--- config.mk ---
export PLATFORM = sky130hd
export DESIGN_NAME = emd_sift_stage
export DESIGN_NICKNAME = d
export VERILOG_FILES = /design/src/rtl/emd_sift_stage.sv
export SDC_FILE = /design/constraint.sdc
export NUM_CORES = 2
export LEC_CHECK = 0
export BUFFER_PORTS_ARGS = -buffer_cell sky130_fd_sc_hd__buf_2
export CELL_PAD_IN_SITES_DETAIL_PLACEMENT = 1
export CELL_PAD_IN_SITES_GLOBAL_PLACEMENT = 1
export CORE_MARGIN = 5
export CORE_UTILIZATION = 52
export DETAILED_ROUTE_END_ITERATION = 7
export HOLD_SLACK_MARGIN = 0.03
export PLACE_DENSITY_LB_ADDON = 0.15
export REMOVE_ABC_BUFFERS = 1
export SETUP_SLACK_MARGIN = 0.5
export SYNTH_ARGS = -nofsm -noshare
export SYNTH_HDL_FRONTEND = slang
export SYNTH_SLANG_ARGS = --single-unit
--- constraint.sdc ---
create_clock -name CLK -period 13.6 [get_ports CLK]
set_input_delay 2.72 -clock CLK [delete_from_list [all_inputs] [get_ports CLK]]
set_output_delay 2.72 -clock CLK [all_outputs]
set_load 0.01 [all_outputs]
--- src/rtl/emd_sift_stage.sv ---
// Streaming EMD sifting stage: power-of-two boxcar mean (residue) and centre-aligned,
// saturated IMF = x[k-L/2] - mean. Valid-qualified so stages can be chained directly.
module emd_sift_stage #(
  parameter int unsigned WIDTH    = 16,
  parameter int unsigned WIN_LOG2 = 6
) (
  input  logic                    CLK,
  input  logic                    RST,
  input  logic signed [WIDTH-1:0] Xin,
  input  logic                    Xin_valid,
  output logic signed [WIDTH-1:0] Rout,
  output logic signed [WIDTH-1:0] IMFout,
  output logic                    Out_valid
);

  localparam int unsigned L  = 2 ** WIN_LOG2;
  localparam int unsigned SW = WIDTH + WIN_LOG2;
  localparam logic [WIN_LOG2-1:0] HALF = WIN_LOG2'(L / 2);
  localparam logic [WIN_LOG2-1:0] LAST = WIN_LOG2'(L - 1);

  typedef enum logic [0:0] {StFill, StRun} state_e;

  state_e                  r_state;
  logic [WIN_LOG2-1:0]     r_wptr;
  logic [WIN_LOG2-1:0]     r_cnt;
  logic signed [SW-1:0]    r_sum;
  logic signed [WIDTH-1:0] r_buf [L];
  logic signed [WIDTH-1:0] r_rout;
  logic signed [WIDTH-1:0] r_imf;
  logic                    r_valid;

  logic [WIN_LOG2-1:0]     w_cidx;
  logic signed [WIDTH-1:0] w_old;
  logic signed [WIDTH-1:0] w_centre;
  logic signed [SW-1:0]    w_x_ext;
  logic signed [SW-1:0]    w_old_ext;
  logic signed [SW-1:0]    w_sum_next;
  logic signed [WIDTH-1:0] w_rout_next;
  logic signed [WIDTH:0]   w_diff;
  logic signed [WIDTH-1:0] w_imf_next;
  logic                    w_fire;

  // Oldest tap is read before this cycle's write; the centre tap never aliases the write slot.
  assign w_cidx     = r_wptr - HALF;
  assign w_old      = (r_state == StRun) ? r_buf[r_wptr] : '0;
  assign w_centre   = r_buf[w_cidx];
  assign w_x_ext    = {{WIN_LOG2{Xin[WIDTH-1]}}, Xin};
  assign w_old_ext  = {{WIN_LOG2{w_old[WIDTH-1]}}, w_old};
  assign w_sum_next = r_sum + w_x_ext - w_old_ext;

  // Dropping the low bits of the sum is an arithmetic shift, i.e. floor division by L.
  assign w_rout_next = w_sum_next[SW-1:WIN_LOG2];
  assign w_diff      = {w_centre[WIDTH-1], w_centre} - {w_rout_next[WIDTH-1], w_rout_next};
  assign w_fire      = Xin_valid && ((r_state == StRun) || (r_cnt == LAST));

  always_comb begin
    w_imf_next = w_diff[WIDTH-1:0];
    if (w_diff[WIDTH] != w_diff[WIDTH-1]) begin
      w_imf_next = w_diff[WIDTH] ? {1'b1, {(WIDTH-1){1'b0}}} : {1'b0, {(WIDTH-1){1'b1}}};
    end
  end

  // Sample RAM deliberately has no reset.
  always_ff @(posedge CLK) begin
    if (Xin_valid && !RST) begin
      r_buf[r_wptr] <= Xin;
    end
  end

  always_ff @(posedge CLK) begin
    if (RST) begin
      r_state <= StFill;
      r_wptr  <= '0;
      r_cnt   <= '0;
      r_sum   <= '0;
      r_rout  <= '0;
      r_imf   <= '0;
      r_valid <= 1'b0;
    end else begin
      r_valid <= w_fire;
      if (Xin_valid) begin
        r_sum  <= w_sum_next;
        r_wptr <= r_wptr + WIN_LOG2'(1);
        if (r_state == StFill) begin
          if (r_cnt == LAST) begin
            r_state <= StRun;
          end else begin
            r_cnt <= r_cnt + WIN_LOG2'(1);
          end
        end
      end
      if (w_fire) begin
        r_rout <= w_rout_next;
        r_imf  <= w_imf_next;
      end
    end
  end

  assign Rout      = r_rout;
  assign IMFout    = r_imf;
  assign Out_valid = r_valid;

endmodule
==> metrics.md <==
| Metric | Value |
|---|---|
| Status | `finished clean` |
| Cell variety after synth | `70` |
| Unrepaired setup endpoints after global routing | `no` |
| Setup ws final | `about 4.7 ns` |
| Critical path data arrival time | `approximately 9.5 ns` |
| Syn avg cell area | `approximately 16 um^2` |
| Hold Startpoint | `Rout[1]` |
| Yosys warns | `0` |
| Critical path capture point type | `flop` |
| Static leakage | `18.67 nW` |
| Pre-CTS setup slack | `about 4.5 ns` |
| Routability cong. | `about 0.95` |
| Core Area | `101400 um^2` |
| CTS buffer count | `about 120` |
| CP max FO | `slightly below 50` |
| DRT Pass-1 Iters | `5` |
| Cell Pwr Density | `158.0 nW/um^2` |
| Crit path kind | `flop to flop` |
| Reg-to-reg critical path endpoint | `IMFout[11]` |
| Wire per inst | `42.33 um` |
| Crit start category | `flop` |
| Fraction of layout cells with a size suffix above 1 | `0.2809` |
| I/O pins | `52` |
| Final setup vio count | `0` |
| Die Y | `about 330 um` |
| Effective utilization at floorplan | `0.5216` |
| Grt met2 use | `0.5596` |
| Post-CTS setup buffers | `0` |
| FFs w/ async S/R, synth | `0` |
| Placed Cells | `4531` |
| Slew Viols, Final | `0` |
| Fin. Hold Viols | `0` |
| Hold-fix buffers, CTS | `0` |
| Via count | `around 35000` |
| Die X | `between 300 and 400 um` |
| Setup TNS Final | `0 ns` |
| GR Overflow Total | `0` |
| Critical Path RT | `14.22 ns` |
| Worst vdd ir | `0.0001310 V` |
| Hold Crit Class | `flop to flop` |
| Buffers & Inverters on Critical Path | `3` |
| Port bufs | `51` |
| Mapped Cells | `roughly 3300` |
| Area grow syn2layout | `11.78%` |
| Slew HR | `0.04296` |
| Hold Path Depth | `2` |
| Hold EP | `Rout[1]` |
| Post-Route WL | `201300 um` |
| Total die area | `between 100000 and 150000 um^2` |
| Yosys reg bits | `~1100` |
| Flop-to-flop setup slack | `between 4 and 5 ns` |
| CTS Sinks | `roughly 1100` |
| Synth top area share | `0.5811` |
| Seq/Total Area, Yosys | `0.6091` |
| Pin count of the biggest net entering global routing | `approximately 160` |
| Synth area leaders | `edfxtp_1, mux4_2, dfxtp_1, mux2_2, mux2i_1` |
| Cell row count | `about 120` |
| Crit path largest cell delay | `about 0.86 ns` |
| H-tree depth | `3` |
| Clock latency on the worst-skew pair | `about 0.74 ns` |
| Critical-path top delay cell | `buf_4` |
| Number of global-route vias before repair | `35650` |
| Max Cap Viol | `0` |
| Area of the mapped netlist | `about 53000 um^2` |
| Part of the cycle the worst path needs | `0.6561` |
| Iteration-0 DRC Markers | `5799` |
| Non-Filler Instances | `roughly 4800` |
| Max Clock Skew | `between 0.02 and 0.025 ns` |
| First-pass GRT wire length | `roughly 280000 um` |
| CP top delay family | `compound AO/OA/AOI/OAI gates` |
| Vias/cell | `about 7.4` |
| Busiest grt layer | `met2` |
| CTS Root Cell | `clkbuf_16` |
| Post-placement cell area | `55080 um^2` |
| Core Util, Final | `0.5831` |
| GRT met3 Usage | `0.1157` |
| Clock Path Buffers | `3` |
| Most repeated library cell on the critical path | `a21oi_1` |
| DRT antenna net count | `0` |
| GRT Overall Usage | `0.3701` |
| Clk pin slew, worst setup/hold paths | `0.07 ns` |
| Area leader, netlist | `edfxtp_1` |
| EDFF count, synth | `around 1000` |
| F_max | `~110 MHz` |
| Cts repair resizes | `0` |
| Slew @ Worst Pin | `1.436 ns` |
| Met1 Usage GRT | `0.4788` |
| Top FF cell, synth | `edfxtp_1` |
| CTS tree | `built` |
| R2R depth | `27` |
| Initial antenna violation count | `11` |
| Tmin final | `between 8 and 9 ns` |
| # DRC | `0` |
| Post-DP HPWL | `122600 um` |
| Layout fillers | `around 9000` |
| Design Area, Final | `roughly 60000 um^2` |
| Nets | `roughly 3400` |
==> synth_stat cells, drive strengths merged (24+ instances only) <==
cell type / count
xnor2: 24
inv: 99
o22ai: 135
a221oi: 28
buf: 135
mux4: 420
clkbuf: 113
nand2: 160
dfxtp: 74
a21oi: 111
edfxtp: 1024
o221ai: 75
nor2: 195
mux2i: 110
ha: 41
nand3: 25
mux2: 111
nor3: 24
o21ai: 74
==> power breakdown <==
group | switching (mW) | total, mW | internal, mW
combinational | 1.39 | 2.16 | 0.775
clock | 1.42 | 3.42 | 2.00
sequential | 0.0411 | 3.76 | 3.72
==> placed cells by master, fill, tap and decap left out, types with 66 or more instances in the layout <==
cell type,instances
buf_4,100
mux2i_1,110
o21ai_0,73
o221ai_1,75
edfxtp_1,1024
inv_1,97
nor2_1,130
mux2_2,111
a21oi_1,111
mux4_2,420
clkbuf_16,118
nand2_1,156
o22ai_1,135
dfxtp_1,66
==> cells by family after synthesis <==
| family | synth area share |
|---|---|
| multiplexers | 0.2232 |
| XOR/XNOR | 0.006620 |
| flip-flops | 0.6091 |
| adder cells (fa/ha/maj) | 0.01802 |
| AO/OA/AOI/OAI | 0.07486 |
| buffers and inverters | 0.02754 |
| AND/OR/NAND/NOR | 0.04074 |
==> area by class of cell <==
| cell class | count | area [um^2] | area share |
|---|---|---|---|
| Antenna cell | 3 | 7.507 | 0.0001269 |
| Clock buffer | 142 | 3053 | 0.05161 |
| Clock inverter | 80 | 1012 | 0.01711 |
| Inverter | 99 | 374.1 | 0.006324 |
| Multi-Input combinational cell | 1809 | 19610 | 0.3316 |
| Sequential cell | 1098 | 32260 | 0.5453 |
| Tap cell | 1368 | 1712 | 0.02894 |
| Timing Repair Buffer | 157 | 1126 | 0.01904 |
==> registers in the layout, indices dropped and copies added, names as in the netlist, named ones only <==
signal	flops
IMFout	16
Out_valid	1
Rout	16
r_buf	1024
r_cnt	6
r_state	1
r_sum	22
r_wptr	6
==> tightest hold or removal path, cell delays in order, from the launching register on <==
cell	delay, ns
dfxtp_1	0.31
nand2_1	0.05
a21oi_1	0.05
==> routing by layer <==
| layer | routed length [um] | vias up |
|---|---|---|
| met3 | 26070 | 592 |
| li1 | - | 13450 |
| met4 | 13960 | 4 |
| met5 | 23 | - |
| met2 | 90320 | 2730 |
| met1 | 70950 | 18580 |
==> per-stage QoR <==
step                hold slack (ns)  power [mW]
floorplan                    0.4479       5.344
global placement             0.4443       5.901
detailed placement           0.4463       5.957
CTS                          0.4548       9.339
global route                 0.4674       9.657
finish                       0.4526       9.345
==> worst max-delay path by stage <==
stage / slack [ns] / end / cells after the start
floorplan: -2.94 / IMFout[10] / 25
global placement: 4.68 / IMFout[12] / 20
detailed placement: 4.48 / IMFout[11] / 20
CTS: 4.66 / IMFout[11] / 27
global route: 3.91 / IMFout[11] / 27
finish: 4.68 / IMFout[11] / 27
(Power assumes the default switching activity.)
